===== src/rtl/prog_loader.sv =====
// Boot-time program loader: turns a byte stream into
// instruction-memory writes and holds the cpu until done.
module prog_loader #(
  parameter int NMEM = 128,
  parameter int AW   = 7
) (
  input  logic          clk,
  input  logic          reset,
  input  logic          in_valid,
  input  logic [7:0]    in_data,
  output logic          in_ready,
  input  logic          restart,
  output logic          im_we,
  output logic [AW-1:0] im_addr,
  output logic [31:0]   im_wdata,
  output logic          cpu_hold,
  output logic          done,
  output logic          err
);

  typedef enum logic [2:0] {
    CNT_HI,
    CNT_LO,
    DATA,
    WRITE,
    DONE,
    ERR
  } state_t;

  localparam logic [15:0] NMAX = 16'(NMEM);

  state_t      state;
  state_t      nxt;
  logic [15:0] cnt;
  logic [AW:0] widx;
  logic [1:0]  bidx;
  logic [31:0] asmw;
  logic        xfer;
  logic [15:0] n_full;
  logic        last;

  assign xfer     = in_valid && in_ready;
  assign n_full   = {cnt[15:8], in_data};
  assign last     = (16'(widx) + 16'd1) == cnt;
  assign im_addr  = widx[AW-1:0];
  assign im_wdata = asmw;

  // State register; reset aborts any load at once.
  always_ff @(posedge clk or posedge reset) begin
    if (reset) state <= CNT_HI;
    else       state <= nxt;
  end

  // Next-state and state-decoded outputs.
  always_comb begin
    nxt      = state;
    in_ready = 1'b0;
    im_we    = 1'b0;
    cpu_hold = 1'b1;
    done     = 1'b0;
    err      = 1'b0;
    unique case (state)
      CNT_HI: begin
        in_ready = 1'b1;
        if (xfer) nxt = CNT_LO;
      end
      CNT_LO: begin
        in_ready = 1'b1;
        if (xfer) begin
          if (n_full == 16'd0)  nxt = DONE;
          else if (n_full > NMAX) nxt = ERR;
          else                  nxt = DATA;
        end
      end
      DATA: begin
        in_ready = 1'b1;
        if (xfer && bidx == 2'd3) nxt = WRITE;
      end
      WRITE: begin
        im_we = 1'b1;
        nxt   = last ? DONE : DATA;
      end
      DONE: begin
        cpu_hold = 1'b0;
        done     = 1'b1;
        if (restart) nxt = CNT_HI;
      end
      ERR: begin
        err = 1'b1;
        if (restart) nxt = CNT_HI;
      end
      default: nxt = CNT_HI;
    endcase
  end

  // Count, word/byte indices and word assembly.
  always_ff @(posedge clk or posedge reset) begin
    if (reset) begin
      cnt  <= '0;
      widx <= '0;
      bidx <= '0;
      asmw <= '0;
    end else begin
      unique case (state)
        CNT_HI: if (xfer) cnt[15:8] <= in_data;
        CNT_LO: begin
          if (xfer) begin
            cnt[7:0] <= in_data;
            widx     <= '0;
            bidx     <= '0;
          end
        end
        DATA: begin
          if (xfer) begin
            asmw <= {asmw[23:0], in_data};
            bidx <= bidx + 2'd1;
          end
        end
        WRITE: widx <= widx + 1'b1;
        DONE, ERR: begin
          if (restart) begin
            cnt  <= '0;
            widx <= '0;
            bidx <= '0;
          end
        end
        default: ;
      endcase
    end
  end

endmodule


===== config.mk =====
export PLATFORM = sky130hd
export DESIGN_NAME = prog_loader
export DESIGN_NICKNAME = d
export VERILOG_FILES = /design/src/rtl/prog_loader.sv
export SDC_FILE = /design/constraint.sdc
export NUM_CORES = 1
export LEC_CHECK = 0
export ABC_AREA = 1
export BUFFER_PORTS_ARGS = -buffer_cell sky130_fd_sc_hd__buf_2
export CAP_MARGIN = 15
export CELL_PAD_IN_SITES_DETAIL_PLACEMENT = 1
export CELL_PAD_IN_SITES_GLOBAL_PLACEMENT = 2
export CORE_MARGIN = 10
export CORE_UTILIZATION = 29
export CTS_CLUSTER_DIAMETER = 80
export DETAILED_ROUTE_END_ITERATION = 8
export PLACE_DENSITY = 0.77
export SYNTH_ARGS = -nofsm -noshare
export SYNTH_HDL_FRONTEND = slang
export SYNTH_SLANG_ARGS = --single-unit

===== constraint.sdc =====
create_clock -name clk -period 1.75 [get_ports clk]
set_clock_uncertainty 0.05 [all_clocks]
set_input_delay 0.175 -clock clk [delete_from_list [all_inputs] [get_ports clk]]
set_output_delay 0.175 -clock clk [all_outputs]
set_load 0.01 [all_outputs]

==> impl_metrics.tcl <==
set metrics [dict create \
    status "finished clean" \
    drv_slew 0 \
    gp_congestion 0.7910 \
    fin_setup_tns_ns 0 \
    yosys_warnings 0 \
    synthCells 372 \
    multiInputGateArea_mm2 0.001207 \
    syn-num-nets 386 \
    wl_met1_um 3754 \
    power_mw 6.306 \
    timing.fmax_mhz 579.5 \
    maxCapViolations 0 \
    synth_area_leader_cell "dfrtp_1" \
    rows 37 \
    cp_data_required_time_ns 1.92 \
    max-clock-path-buffers 2 \
    antenna_cells 0 \
    synth.distinct_cells 29 \
    fin_cells 578 \
    synth_area_leaders "dfrtp_1 50%, nand2_1 14%, inv_1 5.9%" \
    nNetsFinal 451 \
    cts.sinks 61 \
    dp.cells 560 \
    grt_pass1_vias 2731 \
    synthFlopType "dfrtp_1" \
    setup_viol 0 \
    yosysTopAreaCellShare 0.5033 \
    vias 2550 \
    gr-total-overflow 0 \
    worst_pin_slew_ns 0.3905 \
    crit_arrival_ns 1.90 \
    vdd_drop_max_uv 579.0 \
    crit_path_max_fanout 3 \
    period_share 0.9861 \
    p_leak_nw 1.899 \
    postRouteAntennaNets 0 \
    track_usage 0.1120 \
    min_path_type "in2reg" \
    synth-edff-count 0 \
    wl_met3_um 499 \
    die_w_um 122.3 \
    ys_ff_latch 61 \
    seq_area_frac_synth 0.5033 \
    fin_area_mm2 0.003739 \
    cts_made_buffers 9 \
    regArea_mm2 0.001530 \
    syn_area_mm2 0.003033 \
    start_util 0.2951 \
    hold_slack_ns 0.06848 \
    num_io_pins 56 \
    pre_cts_ws_ns -0.1071 \
    antenna_found_initial 0 \
    synthTopCellsByCount "115 x nand2_1, 61 x dfrtp_1, 48 x inv_1, 26 x o21ai_1, 22 x nand3_1" \
    htree_levels 3 \
    core_mm2 0.01028 \
    num-fill-cells 1286 \
    min_period_ns 1.726 \
    grt_setup_unrepaired "yes" \
    path_clk_slew_ns 0.08 \
    met2_length_um 3519 \
    grt_max_degree 62 \
    hpwl_um 5834 \
    clkLatencyLatePin_ns 0.34 \
    grt_pass1_wl_um 13480 \
    cellPowerDensity_mw_per_mm2 1687 \
    avgRoutedWirePerCell_um 13.62 \
    finish.utilization 0.3638 \
    wirelength_um 7875 \
    drive_gt1_frac 0.2896 \
    drcViolationCount 0 \
    async_flop_share 1.000 \
    start_kind "register" \
    drt_iter0_markers 108 \
    cts_tree "done" \
    hold_viol_final 0 \
    routed.top_layer "met4" \
    area_growth_pct 23.27 \
    worst_slack_ns 0.02426 \
    root_buffer "clkbuf_8" \
    place.port_buffers 55 \
    endpoint_kind "register" \
    die_height_um 122.3 \
    firstDrtPassIters 4 \
    reg2reg_slack_ns 0.02 \
    path_class "reg2reg" \
    syn_avg_cell_area_um2 8.153 \
    place_area_mm2 0.003466 \
    synth_most_common_cell "nand2_1" \
    routed_via_density 4.412 \
    slew_headroom 0.7397 \
    die_area_mm2 0.01495 \
]
-- routing by layer --
| layer | track usage | vias up |
|---|---|---|
| met2 | 0.1713 | 46 |
| met5 | 0 | - |
| li1 | - | 1289 |
| met4 | 0.03976 | 0 |
| met1 | 0.1452 | 1205 |
| met3 | 0.03673 | 10 |
-- report_power, final --
group / internal, mW / switching (mW) / total (mW)
clock network: 0.665 / 0.615 / 1.28
logic: 1.10 / 1.58 / 2.67
registers: 1.98 / 0.379 / 2.36
-- worst max-delay path, cell delays in order, from the launching register on --
cell and delay [ns]:
dfrtp_1 0.42, ha_4 0.17, nand3_1 0.10, o21bai_1 0.21
nand2_1 0.11, nand2_1 0.09, nand3_2 0.09, nor2_4 0.10
nand2_1 0.06, nand2_1 0.06, nand2_1 0.05, nand2_1 0.05
nand2_1 0.04
-- placed cells by master, fill, tap and decap left out, types with 2 or more instances in the layout --
cell type	count
buf_4	12
nor2_2	8
clkinv_2	2
nand2_1	113
o21ai_1	26
buf_12	2
nor3_1	3
dfrtp_1	58
clkinv_4	3
o22ai_1	4
inv_1	45
o21ai_0	19
clkbuf_8	9
nand3_1	21
nand2_2	3
nor2_1	16
mux2_4	2
mux2_2	2
buf_2	55
inv_2	11
nor2_4	6
nand4_1	3
dfrtp_2	3
-- area by class of cell --
type	count	area share
clock buffer	9	0.03313
clock inverter	7	0.02008
inverter	57	0.05790
multi-input combinational	238	0.3230
sequential	61	0.4093
tap	136	0.04552
timing repair buffer	70	0.1111
-- state kept, by name (all words and copies together), names as in the netlist --
signal and cells:
widx 8, bidx 2, im_wdata 32, cnt 16, state 3
-- cells by family (layout without fill, tap and decap cells) --
logic type | after synthesis | in the layout | share of synthesized area
and+or+nand+nor | 176 | 176 | 0.2533
buffers and inverters | 73 | 143 | 0.1151
DFF | 61 | 61 | 0.5033
AOI/OAI and AO/OA | 56 | 56 | 0.1027
muxes | 4 | 4 | 0.01733
adders and majority gates | 2 | 2 | 0.008250
-- repair_timing --
action | 4_1_cts | 5_1_grt
hold buffers | 1 | 0
hold endpoints to repair | 61 | 0
pin swaps | 5 | 4
buffers inserted | 1 | 0
endpoints found under the setup margin | 20 | 24
gates resized for setup | 7 | 12
-- worst paths after layout --
path	startpoint	end	cells after the start
worst max-delay path	widx[1]$_DFFE_PP0P_	state[1]$_DFFE_PP0P_	12
worst min-delay path	in_data[2]	im_wdata[2]$_DFFE_PP0P_	3
worst max register to register	widx[1]$_DFFE_PP0P_	state[1]$_DFFE_PP0P_	12
worst min register to register	im_wdata[31]$_DFFE_PP0P_	im_wdata[31]$_DFFE_PP0P_	2
max in group asynchronous	reset	widx[0]$_DFFE_PP0P_	4
min in group asynchronous	reset	im_wdata[8]$_DFFE_PP0P_	4
Note: power is estimated with default switching activity, not from simulation.
